===== src/rtl/mips_control_immediate_pipe.sv =====
// Registered immediate-generation stage for the decode/execute boundary.
// It extends the raw immediate (sign or zero) and then shifts it left by 0, 2, 16 or 32.
// The operand travels behind a valid/ready handshake with a one-entry skid buffer.
// The stage also has a flush input and a saturating transfer counter.
module mips_control_immediate_pipe #(
  parameter int unsigned DATA_WIDTH  = 32,
  parameter int unsigned IMM_WIDTH   = 16,
  parameter int unsigned TAG_WIDTH   = 5,
  parameter int unsigned COUNT_WIDTH = 16
) (
  input  logic                   clock,
  input  logic                   reset,
  input  logic                   flush,
  input  logic                   in_valid,
  output logic                   in_ready,
  input  logic [IMM_WIDTH-1:0]   in_imm,
  input  logic                   in_extend,
  input  logic [1:0]             in_shift,
  input  logic [TAG_WIDTH-1:0]   in_tag,
  output logic                   out_valid,
  input  logic                   out_ready,
  output logic [DATA_WIDTH-1:0]  out_data,
  output logic [TAG_WIDTH-1:0]   out_tag,
  output logic                   out_illegal,
  output logic [COUNT_WIDTH-1:0] transfer_count
);

  // Encoding mirrors {out_valid, skid_valid}.
  typedef enum logic [1:0] {
    StEmpty = 2'b00,
    StHold  = 2'b10,
    StFull  = 2'b11
  } state_e;

  state_e                 state_q, state_d;
  logic                   in_ready_q;
  logic                   accept, transfer;
  logic                   load_out_in, load_out_skid, load_skid;
  logic [DATA_WIDTH-1:0]  ext_imm, imm_data;
  logic                   imm_illegal;
  logic [DATA_WIDTH-1:0]  out_data_q, skid_data_q;
  logic [TAG_WIDTH-1:0]   out_tag_q, skid_tag_q;
  logic                   out_illegal_q, skid_illegal_q;
  logic [COUNT_WIDTH-1:0] count_q;

  assign transfer = (state_q != StEmpty) & out_ready;
  // Flush drops any same-cycle input.
  assign accept   = in_valid & in_ready_q & ~flush;

  assign ext_imm = in_extend ? {{(DATA_WIDTH-IMM_WIDTH){1'b0}}, in_imm}
                             : {{(DATA_WIDTH-IMM_WIDTH){in_imm[IMM_WIDTH-1]}}, in_imm};

  // Shift the extended immediate; Left32 has no meaning for a 32-bit operand.
  always_comb begin
    imm_data    = ext_imm;
    imm_illegal = 1'b0;
    unique case (in_shift)
      2'd0: imm_data = ext_imm;
      2'd1: imm_data = ext_imm << 2;
      2'd2: imm_data = ext_imm << 16;
      default: begin
        if (DATA_WIDTH > 32) begin
          imm_data = ext_imm << 32;
        end else begin
          imm_data    = '0;
          imm_illegal = 1'b1;
        end
      end
    endcase
  end

  // Handshake next-state and register load enables.
  always_comb begin
    state_d       = state_q;
    load_out_in   = 1'b0;
    load_out_skid = 1'b0;
    load_skid     = 1'b0;
    if (flush) begin
      state_d = StEmpty;
    end else begin
      unique case (state_q)
        StEmpty: begin
          if (accept) begin
            state_d     = StHold;
            load_out_in = 1'b1;
          end
        end
        StHold: begin
          if (transfer && accept) begin
            load_out_in = 1'b1;
          end else if (transfer) begin
            state_d = StEmpty;
          end else if (accept) begin
            state_d   = StFull;
            load_skid = 1'b1;
          end
        end
        StFull: begin
          if (transfer) begin
            state_d       = StHold;
            load_out_skid = 1'b1;
          end
        end
        default: state_d = StEmpty;
      endcase
    end
  end

  // State and registered in_ready; ready is derived from next state, never from out_ready.
  always_ff @(posedge clock) begin
    if (reset) begin
      state_q    <= StEmpty;
      in_ready_q <= 1'b0;
    end else begin
      state_q    <= state_d;
      in_ready_q <= (state_d != StFull);
    end
  end

  // Output register: loads from the input path or from the skid entry.
  always_ff @(posedge clock) begin
    if (reset) begin
      out_data_q    <= '0;
      out_tag_q     <= '0;
      out_illegal_q <= 1'b0;
    end else if (load_out_in) begin
      out_data_q    <= imm_data;
      out_tag_q     <= in_tag;
      out_illegal_q <= imm_illegal;
    end else if (load_out_skid) begin
      out_data_q    <= skid_data_q;
      out_tag_q     <= skid_tag_q;
      out_illegal_q <= skid_illegal_q;
    end
  end

  // Skid register: captures an accepted operand while the output is stalled.
  always_ff @(posedge clock) begin
    if (reset) begin
      skid_data_q    <= '0;
      skid_tag_q     <= '0;
      skid_illegal_q <= 1'b0;
    end else if (load_skid) begin
      skid_data_q    <= imm_data;
      skid_tag_q     <= in_tag;
      skid_illegal_q <= imm_illegal;
    end
  end

  // Saturating count of completed output transfers; flushed transfers do not count.
  always_ff @(posedge clock) begin
    if (reset) begin
      count_q <= '0;
    end else if (transfer && !flush && !(&count_q)) begin
      count_q <= count_q + 1'b1;
    end
  end

  assign in_ready       = in_ready_q;
  assign out_valid      = (state_q != StEmpty);
  assign out_data       = out_data_q;
  assign out_tag        = out_tag_q;
  assign out_illegal    = out_illegal_q;
  assign transfer_count = count_q;

endmodule


===== config.mk =====
export PLATFORM = sky130hd
export DESIGN_NAME = mips_control_immediate_pipe
export DESIGN_NICKNAME = d
export VERILOG_FILES = /design/src/rtl/mips_control_immediate_pipe.sv
export SDC_FILE = /design/constraint.sdc
export NUM_CORES = 1
export LEC_CHECK = 0
export BUFFER_PORTS_ARGS = -buffer_cell sky130_fd_sc_hd__buf_4
export CORE_AREA = 4 4 98 100
export CTS_CLUSTER_DIAMETER = 150
export DETAILED_ROUTE_END_ITERATION = 8
export DIE_AREA = 0 0 102 104
export HOLD_SLACK_MARGIN = 0.08
export PLACE_DENSITY = 0.79
export SYNTH_ARGS = -nofsm -noshare
export SYNTH_HDL_FRONTEND = slang
export SYNTH_SLANG_ARGS = --single-unit

===== constraint.sdc =====
create_clock -name clock -period 1.9 [get_ports clock]
set_input_delay 0.38 -clock clock [delete_from_list [all_inputs] [get_ports clock]]
set_output_delay 0.38 -clock clock [all_outputs]
set_load 0.01 [all_outputs]

Word-level counts from Yosys, hierarchy flattened

Index checks and enable logic that the tools add are counted.

Shifts and indexed selects: 0
Equality and inequality tests: 5
Multiply operators: 0
Reduce and logical (&&, ||, !) cells: 11
Add/sub/neg operators: 1
Magnitude comparators: 0
Div/mod/pow operators: 0
Multiplexer cells: 27
Bitwise gates (word level): 4

Operator list:

| cell                    | count |
|---|---|
| $mux W32                | 3 |
| $pmux W32 S3            | 1 |
| $add A16 B1 Y16 const B | 1 |
| $reduce_and A16 Y1      | 1 |
| $mux W1                 | 13 |
| $mux W2                 | 6 |
| $mux W5                 | 2 |
| $eq A2 B2 Y1 const B    | 3 |
| $pmux W2 S3             | 1 |
| $logic_not A2 Y1        | 2 |
| $reduce_bool A2 Y1      | 2 |
| $and A1 B1 Y1           | 3 |
| $logic_and A1 B1 Y1     | 3 |
| $reduce_or A3 Y1        | 1 |
| $eq A2 B1 Y1 const B    | 1 |
| $logic_not A1 Y1        | 2 |
| $ne A2 B2 Y1 const B    | 1 |
| $pmux W1 S2             | 1 |
| $not A1 Y1              | 1 |

Bits in writable memories: 0
Memory bits (read-only): 0
Bits in registers: 95
Latch bits: 0
Logic and storage cells: 57
Memories: 0

Logic depth before layout (Yosys ltp)

Gate-level depths: netlist of run 1.

Word-level depth: 8
Depth in mapped cells: 6

Worst setup path before layout of run 1

Ideal clock, no wire load.

Path type: reg2reg
Start point: register count_q[0], in the netlist transfer_count[0]
End point: register count_q[6], in the netlist transfer_count[6]
Data required time: 1.777 ns
Setup slack: -0.031 ns
Library setup time: 0.123 ns
Clock period less this slack: 1.931 ns
Cell stages (with the launch flop): 7
Buffers on the path: 1
Arrival time: 1.808 ns
Cells stage by stage: dfxtp_1 > ha_1 > clkinv_1 > or3_4 > buf_6 > nor4_1 > mux2_1

Longest elaborated chain between the ends: 3

RTL lines:

| element                                                 | RTL line | source |
|---|---|---|
| from (decl)                                             | 44       | `logic [COUNT_WIDTH-1:0] count_q;` |
| from (signal assigned)                                  | 155      | `count_q <= count_q + 1'b1;` |
| branches (longest 3 deep; another with $add A16 B1 Y16) | n/a      |  |

Parallel ways; which one is timed is not known.
A chain may end at the register's enable or synchronous reset.

Worst setup path in the final report of run 1

Start point: register count_q[1], in the netlist transfer_count[1]
End point: register count_q[12], in the netlist transfer_count[12]

Same word-level chain as after synthesis.

==> results.json, run 1 <==
{
  "synth_top_cell_by_area": "dfxtp_1",
  "swShare_pct": 27.2,
  "synth-seq-cells": 95,
  "cpPeakStageDelay_ns": 0.52,
  "outcome": "completed",
  "grt_setup_unrepaired": "yes",
  "syn-cell-area_um2": 4320,
  "via_count": 3969,
  "portBuffers": 84,
  "leakagePower_nw": 2.41,
  "arrival_ns": 2.08,
  "clkPwrFrac_pct": 33.7,
  "numCtsBuffers": 9,
  "ios": 85,
  "intPower_w": 0.00271,
  "synthDistinctLibCells": 47,
  "clock_latency_ns": 0.37,
  "setup_ws_ns": 0.102,
  "min_period_ns": 1.80,
  "setup_viol": 0,
  "clock.fmax_mhz": 556,
  "syn_avg_cell_area_um2": 8.51,
  "num_rows": 34,
  "cts.reportedPaths.clkPinSlew_ns": 0.10,
  "cts_max_level": 3,
  "place_hpwl_um": 7450,
  "combPwrFrac_pct": 10.9,
  "p_sw_w": 0.00101,
  "overflow": 0,
  "ys.flop_type": "dfxtp_1",
  "drt-pass1-iter-count": 4,
  "routedWlPerCell_um": 15.4,
  "grt_max_degree": 58,
  "tightest_slew_ns": 0.710,
  "worst_setup_path_start_kind": "register",
  "route.detailed.drc": 0,
  "vdd_drop_max_mv": 0.350,
  "power_density_nw_per_um2": 698,
  "holdCritPathClass": "input pin to register",
  "drive_above_1_share_pct": 22.7,
  "p_seq_share_pct": 55.4,
  "cpMaxStageDelayCell": "or4_1",
  "cp.required_ns": 2.19,
  "synthesis.nets": 537,
  "worst-path-max-fanout": 11,
  "nets": 617,
  "relSlewSlack_pct": 52.6,
  "die_h_um": 104,
  "synth_edf_count": 0,
  "fin_skew_ns": 0.0134,
  "grt_pass1_wl_um": 17900,
  "hold_viol": 0,
  "synth_top_area_share_pct": 44.1,
  "syn_inst": 507,
  "fillers": 749,
  "dp_slack_ns": -0.0279,
  "gp_congestion": 0.929,
  "syn_to_final_growth_pct": 23.4,
  "grt_pass1_vias": 3838,
  "endpoint_kind": "register",
  "start_util_pct": 49.7,
  "synthTopCellsByArea": "dfxtp_1 44%, mux2i_1 12%, a211oi_1 7.3%",
  "instances_no_fill": 699,
  "die_area_um2": 10600,
  "finalMaxSlewViolations": 0,
  "track_usage_pct": 20.6,
  "clockBufferDepth": 2,
  "core_area_um2": 8680,
  "path_cells": "ha_2 -> clkinv_1 -> or3_4 -> or4_1 -> a21oi_1",
  "synth_seq_area_share_pct": 44.1,
  "min_period_over_period_pct": 94.7,
  "place_inst": 684,
  "multiInputGateArea_um2": 2250,
  "yosysMostFrequentCell": "dfxtp_1",
  "first_iter_violations": 221,
  "diodes": 0,
  "path_class": "register to register",
  "drt-total-wl_um": 10800,
  "cts-root-buf": "clkbuf_8",
  "via_per_inst": 5.68,
  "yosysWarnings": 0,
  "ys_top_cells_by_count": "95 x dfxtp_1, 76 x nand2_1, 60 x nor2_1",
  "ant_nets": 0,
  "dieWidth_um": 102,
  "async_flop_share_pct": 0,
  "antenna_found_initial": 0,
  "final-seq-area_um2": 1900,
  "fin_hold_ws_ns": 0.259,
  "cts_sinks": 95,
  "maxCapViolations": 0,
  "cts_tree": "built"
}
## routing by layer
layer  track usage, %  vias up  routed length (um)
met4             6.56        0                 167
met1             26.6     1868                4740
met5                0        -                   0
met3             5.30       15                 797
li1                 -     1953                   -
met2             33.5      133                5050
## sequential cells by signal, indices dropped and copies added, names as in the netlist
register,flops
skid_data_q,32
skid_illegal_q,1
out_tag,5
out_data,32
in_ready,1
skid_tag_q,5
transfer_count,16
state_q,2
out_illegal,1
## power groups by stage
stage | logic [W] | clock network [W] | registers [W]
6_report | 0.000406 | 0.00125 | 0.00206
2_1_floorplan | 0.000195 | 0 | 0.00212
3_5_place_dp | 0.000404 | 0 | 0.00211
5_1_grt | 0.000446 | 0.00137 | 0.00207
4_1_cts | 0.000406 | 0.00130 | 0.00206
3_3_place_gp | 0.000395 | 0 | 0.00211
## critical path, delay by kind of cell, from the launching register on
family	cells	cell delay [ns]
and+or+nand+nor	2	0.92
buffers and inverters	1	0.08
DFF	1	0.37
adders and majority gates	1	0.20
AOI/OAI and AO/OA	1	0.16
## path summary, 6_finish.rpt
check | startpoint | end | slack (ns) | cells after the start
setup / recovery | transfer_count[1]$_SDFFE_PP0P_ | transfer_count[12]$_SDFFE_PP0P_ | 0.10 | 5
setup reg to reg | transfer_count[1]$_SDFFE_PP0P_ | transfer_count[12]$_SDFFE_PP0P_ | 0.10 | 5
hold / removal | in_tag[3] | skid_tag_q[3]$_SDFFE_PP0P_ | 0.26 | 3
hold reg to reg | skid_data_q[1]$_SDFFE_PP0P_ | skid_data_q[1]$_SDFFE_PP0P_ | 0.46 | 2
## per-stage QoR
step	cell area (um^2)	power [W]	utilization [%]	TNS [ns]
after detailed placement	5130	0.00251	59.2	-0.0832
after CTS	5320	0.00377	61.3	0
after global placement	5130	0.00250	59.2	-0.0238
final	5330	0.00372	61.4	0
after global routing	5330	0.00389	61.4	-0.158
after floorplan	4320	0.00232	-	0
## cell usage in the layout, fill, tap and decap left out, types with 6 or more instances in the layout
master    Yosys  routed
mux2i_1      50      50
a211oi_1     42      42
buf_4         0     103
nand3_1       7       7
a21oi_1      47      46
nor2b_1       9       9
dfxtp_1      95      93
nand2_1      76      76
and3_1       15      15
inv_1         6       6
nor3_1        6       6
nor2_1       60      60
clkbuf_8      0       9
## logic make-up (layout without fill, tap and decap cells)
| logic type | Yosys count | in the layout | synth area share [%] |
|---|---|---|---|
| simple gates | 206 | 206 | 22.5 |
| compound gates | 104 | 104 | 15.4 |
| flops | 95 | 95 | 44.1 |
| mux | 57 | 57 | 13.4 |
| buf+inv | 44 | 128 | 4.32 |
| fa+ha+maj | 1 | 1 | 0.290 |
## what timing repair did
item / CTS / global route
hold buffers: 0 / 0
setup buffers: 0 / 0
pin swaps: 0 / 1
resized for setup: 1 / 4
endpoints found under the setup margin: 1 / 9
## cell type report
| class | count | share of cell area (%) |
|---|---|---|
| Sequential cell | 95 | 35.7 |
| Clock inverter | 6 | 1.01 |
| Tap cell | 108 | 2.54 |
| Timing Repair Buffer | 106 | 15.6 |
| Inverter | 7 | 0.493 |
| Multi-Input combinational cell | 368 | 42.2 |
| Clock buffer | 9 | 2.33 |
No activity file was read; power rests on OpenSTA's default activity.
==> run 2: changes to the inputs <==
PLACE_DENSITY = 0.86   (was 0.79)
SLEW_MARGIN = 5   (was default)
==> results.json, run 2 (synthesized netlist as in run 1, its figures left out) <==
{
  "r2r_end": "transfer_count[12]$_SDFFE_PP0P_",
  "cp.required_ns": 2.19,
  "dieWidth_um": 102,
  "drive_above_1_share_pct": 22.9,
  "vdd_drop_max_mv": 0.323,
  "portBuffers": 84,
  "place_hpwl_um": 7700,
  "cts_tree": "built",
  "cts.reportedPaths.clkPinSlew_ns": 0.10,
  "antenna_found_initial": 0,
  "diodes": 0,
  "maxCapViolations": 0,
  "core_area_um2": 8680,
  "setup_viol": 0,
  "nets": 616,
  "instances_no_fill": 698,
  "clockBufferDepth": 2,
  "cp-startpoint": "transfer_count[0]$_SDFFE_PP0P_",
  "routedWlPerCell_um": 15.7,
  "swShare_pct": 26.8,
  "grt_pass1_wl_um": 17900,
  "cts_sinks": 95,
  "path_cells": "ha_1 -> clkinv_1 -> or3_4 -> or4_1 -> a21oi_1",
  "combPwrFrac_pct": 11.1,
  "first_iter_violations": 228,
  "clock_latency_ns": 0.36,
  "numCtsBuffers": 9,
  "place_inst": 683,
  "die_area_um2": 10600,
  "rr_worst_depth": 5,
  "layout_commonest_cell": "buf_4",
  "r2r_slack_ns": 0.06,
  "start_util_pct": 49.7,
  "final-seq-area_um2": 1910,
  "endpoint_kind": "register",
  "worst_setup_path_start_kind": "register",
  "worst-path-max-fanout": 10,
  "most-common-layout-cells": "100 x buf_4, 93 x dfxtp_1, 76 x nand2_1, 60 x nor2_1, 50 x mux2i_1",
  "holdCritPathClass": "input pin to register",
  "multiInputGateArea_um2": 2280,
  "grt_pass1_vias": 3888,
  "outcome": "completed",
  "r2r_start": "transfer_count[0]$_SDFFE_PP0P_",
  "num_rows": 34,
  "via_count": 3983,
  "p_sw_w": 0.000993,
  "clock.fmax_mhz": 543,
  "ant_nets": 0,
  "cts-root-buf": "clkbuf_8",
  "power_density_nw_per_um2": 689,
  "tns_ns": 0,
  "tightest_slew_ns": 0.979,
  "cpPeakStageDelay_ns": 0.52,
  "drt-total-wl_um": 11000,
  "fin_skew_ns": 0.0118,
  "relSlewSlack_pct": 34.6,
  "syn_to_final_growth_pct": 24.5,
  "grt_setup_unrepaired": "yes",
  "cpMaxStageDelayCell": "or4_1",
  "finalMaxSlewViolations": 0,
  "hold_buffers": 0,
  "gp_congestion": 0.847,
  "arrival_ns": 2.13,
  "clkPwrFrac_pct": 33.3,
  "path_class": "register to register",
  "hp-start": "in_tag[1]",
  "track_usage_pct": 20.3,
  "fillers": 737,
  "p_seq_share_pct": 55.6,
  "route.detailed.drc": 0,
  "grt_max_degree": 59,
  "min_period_over_period_pct": 96.8,
  "drt-pass1-iter-count": 5,
  "leakagePower_nw": 2.42,
  "via_per_inst": 5.71,
  "die_h_um": 104,
  "intPower_w": 0.00271,
  "ios": 85,
  "overflow": 0,
  "cts_max_level": 3,
  "crit_end": "transfer_count[12]$_SDFFE_PP0P_",
  "hold_viol": 0,
  "min_period_ns": 1.84
}
==> run 2: cell count changes in the layout (fill, tap and decap cells not counted), moves of 2 or more <==
cell	previous run	this run
buf_4	103	100
buf_12	3	5
nor4_1	3	1
nor4b_1	2	0
nor4b_2	0	2
==> run 2: critical path, delay by kind of cell, from the launching register on <==
family / cells / cell delay (ns)
DFF: 1 / 0.38
adders and majority gates: 1 / 0.18
and+or+nand+nor: 2 / 0.98
AOI/OAI and AO/OA: 1 / 0.15
buffers and inverters: 1 / 0.09
==> run 2: how the worst min path moves through the flow <==
| stage | endpoint | slack [ns] | depth (start not counted) |
|---|---|---|---|
| finish | skid_tag_q[1]$_SDFFE_PP0P_ | 0.26 | 3 |
| global route | skid_tag_q[1]$_SDFFE_PP0P_ | 0.26 | 3 |
| CTS | skid_tag_q[2]$_SDFFE_PP0P_ | 0.25 | 3 |
| detailed placement | skid_data_q[0]$_SDFFE_PP0P_ | 0.45 | 2 |
| global placement | skid_tag_q[2]$_SDFFE_PP0P_ | 0.44 | 2 |
| floorplan | skid_data_q[0]$_SDFFE_PP0P_ | 0.44 | 2 |
==> run 2: cell type report <==
| class | count | area share [%] |
|---|---|---|
| multi-input cells | 368 | 42.4 |
| flip-flops and latches | 95 | 35.5 |
| repair buffers | 105 | 15.8 |
| well taps | 108 | 2.51 |
| clock buffers | 9 | 2.30 |
| clock inverters | 6 | 0.978 |
| inverters | 7 | 0.489 |
==> run 2: power groups by stage <==
stage	clock network [W]	logic, W	registers, W
after floorplan	0	0.000195	0.00212
after global placement	0	0.000396	0.00211
after detailed placement	0	0.000408	0.00211
after CTS	0.00126	0.000410	0.00206
after global routing	0.00135	0.000450	0.00207
final	0.00123	0.000410	0.00206
==> run 2: metrics by stage <==
stage                     utilization (%)  area (um^2)  hold WS (ns)  power (W)  setup WS [ns]
after global placement               59.4         5150         0.440    0.00250       -0.00331
after global routing                 61.9         5380         0.260    0.00387        -0.0109
final                                61.9         5380         0.265    0.00370         0.0599
after floorplan                         -         4320         0.436    0.00232         0.0331
after detailed placement             59.4         5150         0.448    0.00252         -0.114
after CTS                            61.4         5330         0.253    0.00374         0.0100
==> run 2: per-layer routing <==
metal | GRT usage, % | vias up | wire [um]
li1 | - | 1953 | -
met1 | 26.4 | 1870 | 4590
met2 | 33.5 | 150 | 5280
met3 | 5.16 | 10 | 965
met4 | 4.87 | 0 | 114
met5 | 0 | - | 0
==> run 2: repair_timing <==
| item | in CTS | in global routing |
|---|---|---|
| setup buffers | 0 | 0 |
| endpoints found under the setup margin | 0 | 6 |
| hold endpoints to repair | 0 | 0 |
| gates resized for setup | 0 | 8 |
